$ cat src/rtl/reel_pkg.sv
// Shared types and helpers for the staggered-stop reel generator:
// FSM states, per-width Galois tap table and per-channel seed function.
package reel_pkg;

  typedef enum logic [1:0] {IDLE, SPIN, STOPPING} state_e;

  // Right-shifting Galois taps for maximal-length polynomials, bit n-1 = x^n term.
  function automatic logic [15:0] tap_for(input int w);
    case (w)
      4:       tap_for = 16'h000C;
      5:       tap_for = 16'h0014;
      6:       tap_for = 16'h0030;
      7:       tap_for = 16'h0060;
      8:       tap_for = 16'h00B8;
      9:       tap_for = 16'h0110;
      10:      tap_for = 16'h0240;
      11:      tap_for = 16'h0500;
      12:      tap_for = 16'h0E08;
      13:      tap_for = 16'h1C80;
      14:      tap_for = 16'h3802;
      15:      tap_for = 16'h6000;
      16:      tap_for = 16'hD008;
      default: tap_for = 16'h000C;
    endcase
  endfunction

  // Seed lands in 1..2^w-1 so no channel can start in the all-zero lockup state.
  function automatic logic [15:0] seed_for(input int w, input int base, input int k);
    seed_for = 16'(((base + k) % ((1 << w) - 1)) + 1);
  endfunction

endpackage

$ cat src/rtl/reel_lfsr.sv
// One reel channel: W-bit Galois LFSR that steps only while en is high.
module reel_lfsr #(
  parameter int             W    = 4,
  parameter logic [W-1:0]   TAP  = 4'hC,
  parameter logic [W-1:0]   SEED = 1
) (
  input  logic         clk,
  input  logic         reset,
  input  logic         en,
  output logic [W-1:0] q
);

  logic [W-1:0] s_q, s_d;

  always_comb begin
    s_d = s_q;
    if (en) s_d = s_q[0] ? ((s_q >> 1) ^ TAP) : (s_q >> 1);
  end

  always_ff @(posedge clk) begin
    if (!reset) s_q <= SEED;
    else        s_q <= s_d;
  end

  assign q = s_q;

endmodule

$ cat src/rtl/reel_spin_gen.sv
// Multi-channel reel generator: start/stop handshake, staggered channel freeze, done pulse.
// Optional REEL_MATCH_EN builds an all-channels-equal flag registered with done.
module reel_spin_gen
  import reel_pkg::*;
#(
  parameter int N_CH      = 4,
  parameter int W         = 4,
  parameter int STAGGER   = 100,
  parameter int SEED_BASE = 0
) (
  input  logic              clk,
  input  logic              reset,
  input  logic              start,
  input  logic              stop,
  output logic [N_CH*W-1:0] rand_num,
  output logic [N_CH-1:0]   frozen,
  output logic              busy,
  output logic              done,
  output logic              match
);

  localparam int CW = (STAGGER > 1) ? $clog2(STAGGER) : 1;
  localparam int IW = (N_CH > 1) ? $clog2(N_CH) : 1;
  localparam logic [W-1:0] TAP_W = W'(tap_for(W));

  state_e                 state_q, state_d;
  logic [CW-1:0]          cnt_q, cnt_d;
  logic [IW-1:0]          idx_q, idx_d;
  logic [N_CH-1:0]        frozen_q, frozen_d;
  logic                   done_q, done_d;
  logic                   tick, last, freeze_now, running;
  logic [N_CH-1:0][W-1:0] lane_q;

  assign tick       = (cnt_q == CW'(STAGGER - 1));
  assign last       = (idx_q == IW'(N_CH - 1));
  assign freeze_now = (state_q == STOPPING) && tick;
  assign running    = (state_q == SPIN) || (state_q == STOPPING);

  always_ff @(posedge clk) begin
    if (!reset) begin
      state_q  <= IDLE;
      cnt_q    <= '0;
      idx_q    <= '0;
      frozen_q <= '1;
      done_q   <= 1'b0;
    end else begin
      state_q  <= state_d;
      cnt_q    <= cnt_d;
      idx_q    <= idx_d;
      frozen_q <= frozen_d;
      done_q   <= done_d;
    end
  end

  always_comb begin
    state_d  = state_q;
    cnt_d    = cnt_q;
    idx_d    = idx_q;
    frozen_d = frozen_q;
    done_d   = 1'b0;
    case (state_q)
      IDLE: if (start) begin
        state_d  = SPIN;
        frozen_d = '0;
      end
      SPIN: if (stop) begin
        state_d = STOPPING;
        cnt_d   = '0;
        idx_d   = '0;
      end
      STOPPING: begin
        if (tick) begin
          frozen_d[idx_q] = 1'b1;
          idx_d           = idx_q + IW'(1);
          cnt_d           = '0;
          if (last) begin
            done_d  = 1'b1;
            state_d = IDLE;
            idx_d   = '0;
          end
        end else begin
          cnt_d = cnt_q + CW'(1);
        end
      end
      default: state_d = IDLE;
    endcase
  end

  always_comb begin
    busy = (state_q != IDLE);
  end

  // The freezing edge holds the lane, so the held value is the one seen the cycle before.
  for (genvar k = 0; k < N_CH; k++) begin : g_lane
    logic en;
    assign en = running && !frozen_q[k] && !(freeze_now && (idx_q == IW'(k)));
    reel_lfsr #(
      .W    (W),
      .TAP  (TAP_W),
      .SEED (W'(seed_for(W, SEED_BASE, k)))
    ) u_lfsr (
      .clk   (clk),
      .reset (reset),
      .en    (en),
      .q     (lane_q[k])
    );
  end

  assign rand_num = lane_q;
  assign frozen   = frozen_q;
  assign done     = done_q;

`ifdef REEL_MATCH_EN
  logic all_eq, match_q;

  always_comb begin
    all_eq = 1'b1;
    for (int k = 1; k < N_CH; k++)
      if (lane_q[k] != lane_q[0]) all_eq = 1'b0;
  end

  always_ff @(posedge clk) begin
    if (!reset) match_q <= 1'b0;
    else        match_q <= done_d && all_eq;
  end

  assign match = match_q;
`else
  assign match = 1'b0;
`endif

endmodule
$ cat config.mk
export PLATFORM = sky130hd
export DESIGN_NAME = reel_spin_gen
export DESIGN_NICKNAME = d
export VERILOG_FILES = /design/src/rtl/reel_pkg.sv /design/src/rtl/reel_lfsr.sv /design/src/rtl/reel_spin_gen.sv
export SDC_FILE = /design/constraint.sdc
export NUM_CORES = 1
export LEC_CHECK = 0
export CORE_AREA = 2 2 56 58
export DETAILED_ROUTE_END_ITERATION = 8
export DIE_AREA = 0 0 58 60
export GPL_TIMING_DRIVEN = 0
export HOLD_SLACK_MARGIN = 0.06
export PLACE_DENSITY = 0.8
export SYNTH_ARGS = -nofsm -noshare
export SYNTH_HDL_FRONTEND = slang
export SYNTH_HIERARCHICAL = 1
export SYNTH_SLANG_ARGS = --single-unit
$ cat constraint.sdc
create_clock -name clk -period 2.53 [get_ports clk]
set_input_delay 0.506 -clock clk [delete_from_list [all_inputs] [get_ports clk]]
set_output_delay 0.506 -clock clk [all_outputs]
set_load 0.05 [all_outputs]
# Yosys cells after proc, flatten, opt, wreduce, memory -nomap -nowiden
# Cells that the tools add are included.
# totals
ff_bits	32
in_bits	4
word_cells	83
# op_classes
addsub	2
order_cmp	2
eq_ne	10
muxes	22
bitwise	5
n_reduce_logical	33
# ops
cell	count
4-bit 2-to-1 mux	6
1-bit logical AND	14
2-bit 2-to-1 mux	7
7-bit 2-to-1 mux	2
7-bit case mux with 2 select lines	1
3-bit AND reduction	3
1-bit zero test	8
2-bit inequality test (second input constant)	4
1-bit inverter with 2-bit output	4
4-bit case mux with 2 select lines	1
7-bit by 1-bit adder with 7-bit output (second input constant)	1
7-bit equality test (second input constant)	1
2-bit equality test (second input constant)	3
2-bit case mux with 3 select lines	1
2-bit nonzero test	3
2-bit by 1-bit equality test with 1-bit output (second input constant)	2
2-bit zero test	2
4-bit OR	1
2-bit case mux with 2 select lines	1
4-bit AND reduction	1
2-bit by 3-bit less-than comparator with 1-bit output (second input constant)	1
2-bit by 1-bit adder with 2-bit output (second input constant)	1
1-bit demux with 2-bit select	1
2-bit by 1-bit greater-or-equal comparator with 1-bit output (second input constant)	1
other kinds (3)	4

# Longest topological paths before layout
# Gate-level depths: netlist (run 1).
# depth
ltp_word	7
depth_mapped	8
mapped_depth_nobuf	6

# Hierarchy
# The synthesis (run 1) kept the hierarchy.
# modules_own_cells
mod	instances	cells_per_inst	area_each_um2
reel_spin_gen	1	99	910.9
reel_lfsr (g_lane[0].u_lfsr ...)	2	14	150.1
reel_lfsr (g_lane[3].u_lfsr)	1	14	162.7
reel_lfsr (g_lane[2].u_lfsr)	1	14	147.6

# Worst setup path before layout (run 1)
# No wires, ideal clock.
# synth_path
path_type	reg-to-reg
start	register cnt_q[0]
end	register g_lane[0].u_lfsr.s_q[0]
setup_ns	0.116
t_arrival_ns	1.579
t_required_ns	2.414
path_slack_ns	0.834
stages_incl_launch_ff	9
path_buffers	2
cell_sequence	dfxtp_1 > ha_1 > and2_1 > and3_1 > buf_6 > a21oi_1 > clkbuf_2 > mux2i_1 > nand2_1
# synth_between
elab_chain_cells	5
# synth_lines
element	line_no	text
from (decl)	reel_spin_gen.sv:27	logic [CW-1:0] cnt_q, cnt_d;
from (signal assigned)	reel_spin_gen.sv:48	cnt_q <= cnt_d;
7-bit equality test	reel_spin_gen.sv:34	assign tick = (cnt_q == CW'(STAGGER - 1));
1-bit logical AND	reel_spin_gen.sv:36	assign freeze_now = (state_q == STOPPING) && tick;
1-bit logical AND	reel_spin_gen.sv:96	assign en = running && !frozen_q[k] && !(freeze_now && (idx_q == IW'(k)));
1-bit zero test	reel_spin_gen.sv:96	
1-bit logical AND	reel_spin_gen.sv:96	
named net g_lane[0].en	reel_spin_gen.sv:95	logic en;
to (signal assigned)	reel_lfsr.sv:21	if (!reset) s_q <= SEED;
to (signal assigned)	reel_lfsr.sv:22	else s_q <= s_d;
to (decl)	reel_lfsr.sv:13	logic [W-1:0] s_q, s_d;
# The timed path passes the listed nets, and every way through them passes these cells.
# A chain may end at the register's enable or synchronous reset.

# Worst setup path in the final report (run 1)
# layout_path
start	register state_q[0]
end	output port busy
# layout_between
elab_chain_cells	1
# layout_lines
element	line_no	text
from (decl)	reel_spin_gen.sv:26	state_e state_q, state_d;
from (signal assigned)	reel_spin_gen.sv:47	state_q <= state_d;
2-bit nonzero test	reel_spin_gen.sv:90	busy = (state_q != IDLE);
to (decl)	reel_spin_gen.sv:17	output logic busy,
# Every way passes these cells.

==> results.md, run 1 <==
- The final global-route overflow total is 0.
- Setup violations remaining at the end of the flow were counted as 0.
- The worst hold path belongs to the class reg -> reg.
- TritonCTS built the clock tree.
- For this design, the sink count on the clock tree is 32.
- In this run the tightest slew margin relative to its limit is a little under three fifths.
- The post-cts repair resize count is 0.
- Setup slack on the worst reg-to-reg path comes out at between 0.6 and 0.7 ns.
- The analysis attributes to cell leakage a power of between 0.0006 and 0.0007 uW.
- Detailed routing inserted a total of approximately 1200 vias.
- Of the total power, registers draw a little under two fifths.
- The area enclosed by the die boundary is approximately 3500 sq um.
- By startpoint and endpoint, the worst setup path is classified as reg -> out.
- At the end of routability-driven placement, the weighted congestion stood at 0.815.
- Of all cell types, the one taking the most synthesized area is dfxtp_1.
- The endpoint identified for the worst register-to-register timing path is g_lane[1].u_lfsr/q[1].
- In the final layout, the share of cells above drive strength 1 is a little under an eighth.
- The detail route stage leaves a number of antenna-violating nets equal to 0.
- The total internal power is 985 uW.
- Counting cells, the worst reg-to-reg path comes to 8.
- The worst setup skew after layout is 0.00763 ns.
- Final hold analysis gives a worst-case slack of 0.511 ns.
- In this run the vertical extent of the chip is roughly 60 um.
- The register bit total from synthesis is 32.
- The number of antenna violations at the first check in global routing is 0.
- The category of the worst setup path capture point is a primary output.
- The total setup buffers inserted after CTS is 0.
- In the post-synthesis netlist, the biggest area contributors are dfxtp_1 (42%), mux2i_1 (9.2%), ha_1 (7.4%), nor2b_1 (4.1%), a21oi_1 (3.3%).
- The final critical-path required period is 2.37 ns.
- The detailed-route DRC error count is 0.
- For the worst setup path, the data arrival time is between 1.5 and 2 ns.
- The final antenna diode count is 0.
- The flow ran to the end, and the final reports show no timing, DRC or antenna violations.
- Setup repair after global routing left no endpoint under its margin.
- Based on the critical path, the design can be clocked at up to around 420 MHz.
- The share of total power dissipated in combinational logic is a little under half.
- The net count of the finished layout is 200.
- The reg-to-reg startpoint is cnt_q[0].
- The worst IR drop on VDD is between 0.5 and 0.6 mV.
- Net switching is between 40 and 50% of the power.
- Power spread over the standard cell area amounts to about 900 nW/um^2.
- The share of total power in the clock network is roughly 16%.
- The floorplan step defined a core boundary enclosing approximately 2900 sq um.
- The number of distinct library cells after synthesis is 36.
- The clock transition at the register clock pins on the worst setup and hold paths after CTS is roughly 0.090 ns.
- The detailed router's first-iteration violation count is between 40 and 50.
- The tree is rooted in a clkbuf_4.
- The number of max-cap violations is 0.
- The H-tree was split into 2 levels.
- The maximum fanout along the worst path is 3.
- The start point of the worst min-delay path is g_lane[0].u_lfsr/q[1].
- The number of vias per cell after detailed routing is between 5 and 6.
- The share of synthesized area in the top cell type comes to between 40% and 50%.
- The worst hold path stage count is 2.
- The iteration count of the initial detailed-routing pass is 4.
- The count of input and output buffers is 25.
- For the worst setup path, the data required time is approximately 2.0 ns.
- For this block, the routed nets add up to 2910 um of wire.
- Clock latency on the worst-skew pair, taken at its later pin, is 0.33 ns.
- The combined flip-flop and latch cell area is 641 sq um.
- The transition time at the pin with the least slew margin is 0.639 ns.
- After layout, the worst path uses a little over nine tenths of the clock period.
- The width of the die is around 58 um.
- The first global-routing pass estimated roughly 4600 um of wire.
- The max-slew violation total from the final report was 0.
- Counting every net in the synthesized netlist gives roughly 170.
- No sink is reached through more buffers than the 2 on the longest clock path.
- For this run, the total global-route usage over all layers was measured as 18.0%.
- The average wire per cell in the routed design is around 13 um.
- Summing every instance area after synthesis gives about 1500 sq um.
- The floorplan row count is 20.
- The count of synthesis-stage warnings from yosys is 6.
- The post-synthesis cell count is ~160.
- The hold-fix buffer count after cts is 0.
- The synthesized area per cell is between 9 and 10 sq um.
- Entering global routing, the biggest net connects 22 pins.
- The number of top-level pins is 27.
- The switching power total is ~700 uW.
- In the final timing run, aggregate negative setup slack is 0 ns.
- Sequential elements use 42.1% of the synthesized area.
- The total area of multi-input combinational cells is between 800 and 900 sq um.
- The filler cells instantiated in the layout total around 270.
- The number of buffers created by CTS is 5.
- Detailed placement finished with a half-perimeter wire length of 2190 um.
- The destination of the worst hold path is g_lane[0].u_lfsr/q[0].
- The via count of the first global-routing pass is 1059.
- The growth of design area from synthesis to finish is 22.2%.
- The hold violation total from the final report was 0.
- STA classifies the critical path startpoint as a register.
- The effective utilization at floorplan is a little over half.
[cell usage after synthesis]
cell type and count:
dfxtp_1 32, o32ai_1 2, xor2_1 4, mux2_2 1, buf_4 1, buf_6 2
nand2_1 8, and3_2 2, and2_1 1, nor4b_4 1, inv_1 7, nand2b_1 4
nor2b_4 1, a211oi_1 1, a31o_2 1, or4_1 1, mux2i_1 14, a221o_2 3
nor2_1 8, nor2b_1 10, xnor2_1 4, a21oi_1 10, and3_1 1, a22oi_1 1
clkbuf_2 3, nand4_1 3, o21ai_0 6, a31oi_1 3, nand3_1 5, conb_1 1
ha_1 9, or3_1 1, a221o_1 1, nor3b_1 1, clkbuf_1 1, or2_2 1
[area by class of cell]
class | instances | area share, %
Sequential cell | 32 | 34.5
Multi-Input combinational cell | 109 | 43.3
Timing Repair Buffer | 25 | 13.5
Tap cell | 33 | 2.22
Buffer | 7 | 2.62
Clock buffer | 6 | 2.22
Clock inverter | 1 | 0.269
Inverter | 7 | 1.41
[per-layer routing]
layer / global-route usage (%) / up-vias / part of all wire (%)
li1: - / 600 / -
met1: 19.5 / 559 / 43
met2: 31.2 / 21 / 52
met3: 6.06 / 2 / 4.3
met4: 8.97 / 0 / 0.82
met5: 0 / - / 0
[worst max path at each step]
stage	from	endpoint	slack, ns	cells after the start
floorplan	cnt_q[0]	g_lane[0].u_lfsr/q[0]	0.83	8
global placement	reset	frozen[2]	0.31	4
detailed placement	reset	frozen[0]	0.26	4
CTS	state_q[0]	busy	0.14	4
global route	state_q[1]	busy	0.08	4
finish	state_q[0]	busy	0.16	4
[worst max-delay path: stages, from the launching register on]
cell and delay (ns):
dfxtp_1 0.37, inv_1 0.09, ha_1 0.23, inv_1 0.06
clkdlybuf4s50_1 0.78
[per-stage QoR]
step                      power, uW  setup slack (ns)  instance area (sq um)  utilization [%]  std cells
final                          1700             0.160                   1860             64.1        220
after global placement         1430             0.311                   1810             62.5        213
after floorplan                1230             0.834                   1520                -        155
after global routing           1810            0.0788                   1860             64.1        220
after CTS                      1720             0.137                   1860             64.1        220
after detailed placement       1450             0.260                   1810             62.5        213
[kinds of logic (layout without fill, tap and decap cells)]
kind of cell	count (synthesis)	count (layout)	share of synthesized area [%]
other cells	1	1	0.246
mux	15	15	9.95
simple gates	48	48	18.7
compound gates	28	28	12.1
buf+inv	14	46	4.93
fa+ha+maj	9	9	7.40
flops	32	32	42.1
xor+xnor	8	8	4.60
[state kept, by name, indices dropped and copies added, names as in the netlist]
name / count
idx_q: 2
g_lane.u_lfsr/q: 16
done: 1
frozen: 4
cnt_q: 7
state_q: 2
[cell usage in the layout (no fill, tap or decap), drive strengths merged]
cell type / instances
nand2: 8
mux2: 1
ha: 9
mux2i: 14
nand4: 3
o21ai: 6
conb: 1
a31oi: 3
o32ai: 2
clkdlybuf4s50: 25
nand3: 5
and3: 3
buf: 3
and2: 1
a31o: 1
a21oi: 10
nor2: 8
xor2: 4
dfxtp: 32
a22oi: 1
clkbuf: 10
nor3b: 1
nor4b: 1
a211oi: 1
xnor2: 4
inv: 7
or4: 1
clkinv: 1
nor2b: 11
or3: 1
a221o: 4
or2: 1
nand2b: 4
[power groups by stage]
stage	combinational, uW	clock [uW]	sequential [uW]
after floorplan	370	0	861
after global placement	778	0	652
after detailed placement	794	0	659
after CTS	798	275	648
after global routing	850	299	658
final	793	264	647
(Power assumes the default switching activity.)
==> run 2: changes to the inputs <==
- CAP_MARGIN: default -> 20
==> results of run 2 <==
Same layout as run 1: the final DEF is identical, and so are final timing and power.
